$ cat src/rtl/vnlp_pkg.sv
// Shared types and constants for the vector-norm linked-list walker control.
package vnlp_pkg;

  localparam int ADDR_W = 9;
  localparam int LEN_W  = 7;
  localparam int TMR_W  = 3;
  localparam logic [ADDR_W-1:0] HEAD_ADDR = 9'd0;
  localparam int X_OFS  = 2;
  localparam int Y_OFS  = 3;

  typedef enum logic [3:0] {
    S_IDLE,
    S_CLEAR,
    S_PTR_SETUP,
    S_PTR_LOAD,
    S_CHECK,
    S_XY_SETUP,
    S_XY_LOAD,
    S_FLUSH1,
    S_FLUSH2,
    S_DONE
  } vnlp_state_t;

  typedef struct packed {
    logic load_add_r;
    logic load_i_r;
    logic sel_a1;
    logic inc_len;
    logic dp_clr_n;
    logic busy;
    logic done;
  } vnlp_ctl_t;

  localparam vnlp_ctl_t CTL_RESET = '{
    load_add_r: 1'b0, load_i_r: 1'b0, sel_a1: 1'b0, inc_len: 1'b0,
    dp_clr_n: 1'b1, busy: 1'b0, done: 1'b0
  };

endpackage

$ cat src/rtl/vnlp_wait_timer.sv
// Small down-counter that stretches the address-settle states by RD_WAIT cycles.
module vnlp_wait_timer
  import vnlp_pkg::*;
(
  input  logic             clk,
  input  logic             rst,
  input  logic             load_i,
  input  logic [TMR_W-1:0] load_val_i,
  input  logic             dec_i,
  output logic             zero_o
);

  logic [TMR_W-1:0] cnt_q;

  always_ff @(posedge clk or negedge rst) begin
    if (!rst)                       cnt_q <= '0;
    else if (load_i)                cnt_q <= load_val_i;
    else if (dec_i && cnt_q != '0)  cnt_q <= cnt_q - 1'b1;
  end

  assign zero_o = (cnt_q == '0);

endmodule

$ cat src/rtl/vnlp_control_unit.sv
// Sequencer for the linked-list norm datapath: pointer loads, operand loads, flush, done.
// All outputs are flops decoded from next state, since load_add_r is used as a clock downstream.
module vnlp_control_unit
  import vnlp_pkg::*;
#(
  parameter int unsigned RD_WAIT = 0,
  parameter int unsigned MAX_LEN = 127
) (
  input  logic             clk,
  input  logic             rst,
  input  logic             start,
  input  logic             done_i,
  input  logic [LEN_W-1:0] len,
  output logic             load_add_r,
  output logic             load_i_r,
  output logic             sel_a1,
  output logic             inc_len,
  output logic             dp_clr_n,
  output logic             busy,
  output logic             done,
  output logic             err_overflow
);

  localparam logic [TMR_W-1:0] PTR_WAIT  = TMR_W'(RD_WAIT);
  localparam logic [TMR_W-1:0] XY_WAIT   = (RD_WAIT == 0) ? '0 : TMR_W'(RD_WAIT - 1);
  localparam logic [LEN_W-1:0] MAX_LEN_L = LEN_W'(MAX_LEN);

  vnlp_state_t      state_q, state_d;
  vnlp_ctl_t        ctl_q, ctl_d;
  logic             err_q, err_d;
  logic             tmr_load, tmr_dec, tmr_zero, ovf_set;
  logic [TMR_W-1:0] tmr_val;

  vnlp_wait_timer u_timer (
    .clk       (clk),
    .rst       (rst),
    .load_i    (tmr_load),
    .load_val_i(tmr_val),
    .dec_i     (tmr_dec),
    .zero_o    (tmr_zero)
  );

  always_ff @(posedge clk or negedge rst) begin
    if (!rst) begin
      state_q <= S_IDLE;
      ctl_q   <= CTL_RESET;
      err_q   <= 1'b0;
    end else begin
      state_q <= state_d;
      ctl_q   <= ctl_d;
      err_q   <= err_d;
    end
  end

  always_comb begin
    state_d  = state_q;
    tmr_load = 1'b0;
    tmr_val  = '0;
    tmr_dec  = 1'b0;
    ovf_set  = 1'b0;
    case (state_q)
      S_IDLE, S_DONE: if (start) state_d = S_CLEAR;
      S_CLEAR: begin
        state_d  = S_PTR_SETUP;
        tmr_load = 1'b1;
        tmr_val  = PTR_WAIT;
      end
      S_PTR_SETUP: begin
        if (tmr_zero) state_d = S_PTR_LOAD;
        else          tmr_dec = 1'b1;
      end
      S_PTR_LOAD: state_d = S_CHECK;
      // End-of-list wins over overflow when both could apply.
      S_CHECK: begin
        if (done_i) begin
          state_d = S_FLUSH1;
        end else if (len == MAX_LEN_L) begin
          state_d = S_FLUSH1;
          ovf_set = 1'b1;
        end else if (RD_WAIT == 0) begin
          state_d = S_XY_LOAD;
        end else begin
          state_d  = S_XY_SETUP;
          tmr_load = 1'b1;
          tmr_val  = XY_WAIT;
        end
      end
      S_XY_SETUP: begin
        if (tmr_zero) state_d = S_XY_LOAD;
        else          tmr_dec = 1'b1;
      end
      S_XY_LOAD: begin
        state_d  = S_PTR_SETUP;
        tmr_load = 1'b1;
        tmr_val  = PTR_WAIT;
      end
      S_FLUSH1: state_d = S_FLUSH2;
      S_FLUSH2: state_d = S_DONE;
      default:  state_d = S_IDLE;
    endcase
  end

  always_comb begin
    ctl_d      = CTL_RESET;
    ctl_d.busy = !(state_d == S_IDLE || state_d == S_DONE);
    case (state_d)
      S_CLEAR:    ctl_d.dp_clr_n   = 1'b0;
      S_PTR_LOAD: ctl_d.load_add_r = 1'b1;
      S_XY_SETUP: ctl_d.sel_a1     = 1'b1;
      S_XY_LOAD: begin
        ctl_d.sel_a1   = 1'b1;
        ctl_d.load_i_r = 1'b1;
        ctl_d.inc_len  = 1'b1;
      end
      S_FLUSH1, S_FLUSH2: begin
        ctl_d.sel_a1   = 1'b1;
        ctl_d.load_i_r = 1'b1;
      end
      S_DONE:     ctl_d.done       = 1'b1;
      default:    ;
    endcase
    err_d = err_q;
    if (ovf_set)                 err_d = 1'b1;
    else if (state_d == S_CLEAR) err_d = 1'b0;
  end

  assign load_add_r   = ctl_q.load_add_r;
  assign load_i_r     = ctl_q.load_i_r;
  assign sel_a1       = ctl_q.sel_a1;
  assign inc_len      = ctl_q.inc_len;
  assign dp_clr_n     = ctl_q.dp_clr_n;
  assign busy         = ctl_q.busy;
  assign done         = ctl_q.done;
  assign err_overflow = err_q;

endmodule

$ cat config.mk
export PLATFORM = sky130hd
export DESIGN_NAME = vnlp_control_unit
export DESIGN_NICKNAME = d
export VERILOG_FILES = /design/src/rtl/vnlp_pkg.sv /design/src/rtl/vnlp_wait_timer.sv /design/src/rtl/vnlp_control_unit.sv
export SDC_FILE = /design/constraint.sdc
export NUM_CORES = 1
export LEC_CHECK = 0
export CORE_MARGIN = 3
export CORE_UTILIZATION = 30
export CTS_CLUSTER_DIAMETER = 150
export CTS_CLUSTER_SIZE = 40
export DETAILED_ROUTE_END_ITERATION = 6
export GPL_TIMING_DRIVEN = 0
export PLACE_DENSITY_LB_ADDON = 0.15
export SYNTH_ARGS = -nofsm -noshare
export SYNTH_HDL_FRONTEND = slang
export SYNTH_SLANG_ARGS = --single-unit
$ cat constraint.sdc
create_clock -name clk -period 4.15 [get_ports clk]
set_input_delay 0.83 -clock clk [delete_from_list [all_inputs] [get_ports clk]]
set_output_delay 0.83 -clock clk [all_outputs]
set_load 0.01 [all_outputs]
==> flow_metrics.env <==
export IMPL_outcome="complete, no violations"
export IMPL_clock_fmax_mhz=465
export IMPL_hp_class="flop to flop"
export IMPL_layout_drive_gt1_share_pct=13.7
export IMPL_hold_violations=0
export IMPL_fill_cells=230
export IMPL_endpoint_kind="output port"
export IMPL_period_minus_slack_ns=2.15
export IMPL_drc=0
export IMPL_setup_viol=0
export IMPL_path_max_fanout=1
export IMPL_slowest_stage="dfstp_2"
export IMPL_syn_inst=80
export IMPL_nets=116
export IMPL_crit_buf_inv=1
export IMPL_critPathLaunchType="flop"
export IMPL_cts_root_buf="clkbuf_4"
export IMPL_cts_resized=0
export IMPL_dpl_instance_area_mm2=0.00101
export IMPL_crit_type="flop to output port"
export IMPL_synth_seq_cells=15
export IMPL_tightest_slew_ns=0.662
export IMPL_tns_ns=0
export IMPL_peakVddDrop_mv=0.268
export IMPL_totalWireLength_mm=1.50
export IMPL_crit_arrival_ns=1.32
export IMPL_dieArea_mm2=0.00329
export IMPL_rows=17
export IMPL_finalNonFillerCells=130
export IMPL_antenna_left=0
export IMPL_grt_total_usage_pct=9.85
export IMPL_yosys_cell_types_count=32
export IMPL_seq_area_frac_synth_pct=47.6
export IMPL_core_area_mm2=0.00236
export IMPL_crit_family="flip-flops"
export IMPL_start_util_pct=33.5
export IMPL_final_period_utilization_pct=51.8
export IMPL_yosysWarnings=0
export IMPL_synth_edf_count=0
export IMPL_holdBufCountCts=0
export IMPL_p_per_area_mw_per_mm2=605
export IMPL_diodes=0
export IMPL_synth_ff_type="dfrtp_1"
export IMPL_gp_congestion=0.802
export IMPL_cp_depth=1
export IMPL_syn2layout_area_growth_pct=30.5
export IMPL_ys_async_sr_fraction_pct=100
export IMPL_cap_violations=0
export IMPL_clock_path_buffers=2
export IMPL_p_leak_nw=0.446
export IMPL_die_h_um=57.4
export IMPL_slew_violations=0
export IMPL_drtIter0Drc=9
export IMPL_cts_tree="done"
export IMPL_port_buffers=18
export IMPL_dpl_hpwl_mm=1.18
export IMPL_max_slew_margin_pct=55.7
export IMPL_yosysTopAreaCell="dfrtp_1"
export IMPL_first_pass_iters=4
export IMPL_clkTransAtPathRegs_ns=0.09
export IMPL_path_cells="clkdlybuf4s50_1"
export IMPL_design_area_mm2=0.00103
export IMPL_rsz0062_at_grt="no"
export IMPL_die_width_um=57.4
export IMPL_vias=641
export IMPL_viasPerCell=4.93
export IMPL_clock_skew_ns=0.00135
export IMPL_cts_made_buffers=3
export IMPL_clock_sinks=15
export IMPL_grt_pass1_vias=582
export IMPL_grt_max_degree=16
export IMPL_clkLatencyLatePin_ns=0.28
export IMPL_cpPeakStageDelay_ns=0.52
export IMPL_synth_area_leaders="dfrtp_1 (44%), a21oi_1 (3.8%), dfstp_2 (3.3%)"
export IMPL_required_ns=3.32
export IMPL_cts_post_setup_buffers_inserted=0
export IMPL_yosys_area_top_type_share_pct=44.2
export IMPL_synth_nets=93
export IMPL_placedCellCount=126
export IMPL_grt_ovfl_total=0
export IMPL_grt_pass1_wl_mm=2.58
export IMPL_wl_per_cell_um=11.5
export IMPL_io_pins=19
export IMPL_antenna_found_initial=0
export IMPL_syn_avg_cell_area_um2=9.90
export IMPL_reg2reg_depth=7
export IMPL_htree_levels=1
export IMPL_hold_depth=2
export IMPL_netlist_area_um2=792
[synthesized netlist by cell type (2+ instances only)]
cell type,instances
nor2b_1,3
nand2_1,7
ha_1,2
and3_1,2
a211o_1,2
or2_1,2
a21oi_1,6
buf_2,3
dfrtp_1,14
inv_1,6
nor3b_1,3
nor2_1,6
o21ai_2,2
nand3_1,4
[metal layers]
layer / vias to the layer above / global-route usage, % / part of all wire, %
met5: - / 0 / 0
met4: 0 / 5.96 / 2.4
met3: 4 / 1.81 / 5.9
met2: 22 / 14.5 / 42
met1: 297 / 13.2 / 49
li1: 318 / - / -
[power breakdown]
part           internal, mW  total (mW)  switching [mW]
Combinational         0.153       0.322           0.169
Clock                0.0373      0.0846          0.0473
Sequential            0.193       0.219          0.0257
Total                 0.383       0.625           0.242
[final cells by class]
type	instances	area (um2)	share of cell area [%]
plain buffers	4	26.3	2.54
clock buffers	4	26.3	2.54
inverters	7	26.3	2.54
multi-input cells	54	363	35.1
flip-flops and latches	15	377	36.4
well taps	28	35.0	3.39
repair buffers	18	180	17.4
[cell usage in the layout (no fill, tap or decap), types with 3 or more instances in the layout]
master           synthesis  final
nor2b_1                  3      3
nor3b_1                  3      3
nand3_1                  4      4
a21oi_1                  6      6
dfrtp_1                 14     14
clkdlybuf4s50_1          0     18
nor2_1                   6      6
nand2_1                  7      7
buf_2                    3      3
inv_1                    6      6
clkbuf_4                 0      3
[flip-flops by register name, summed over array words and instances, names as in the netlist]
name	flops
done	1
u_timer.cnt_q	3
inc_len	1
dp_clr_n	1
busy	1
sel_a1	1
load_add_r	1
state_q	4
err_overflow	1
load_i_r	1
[path summary, 6_finish.rpt]
kind / from / to / slack, ns
max in group asynchronous: rst / inc_len / 2.78
min in group asynchronous: rst / done / 0.95
setup / recovery: dp_clr_n / dp_clr_n / 2.00
setup reg to reg: u_timer.cnt_q[0] / inc_len / 2.36
hold / removal: u_timer.cnt_q[1] / u_timer.cnt_q[1] / 0.53
hold reg to reg: u_timer.cnt_q[1] / u_timer.cnt_q[1] / 0.53
[through the flow]
| step | power, mW | hold WS, ns | setup slack [ns] | utilization [%] |
|---|---|---|---|---|
| after detailed placement | 0.543 | 0.520 | 1.91 | 42.7 |
| after floorplan | 0.435 | 0.501 | 2.44 | - |
| final | 0.625 | 0.529 | 2.00 | 43.8 |
| after CTS | 0.631 | 0.534 | 1.99 | 43.8 |
| after global routing | 0.668 | 0.566 | 1.96 | 43.8 |
| after global placement | 0.547 | 0.518 | 1.91 | 42.7 |
[cell families (layout without fill, tap and decap cells)]
kind of cell | Yosys count | in the layout | share of synthesized area (%)
buffers and inverters | 11 | 33 | 6.63
DFF | 15 | 15 | 47.6
and+or+nand+nor | 34 | 34 | 24.6
adders and majority gates | 2 | 2 | 3.16
xor gates and xnor gates | 1 | 1 | 1.11
AOI/OAI and AO/OA | 17 | 17 | 16.9
No activity file was read; power rests on OpenSTA's default activity.
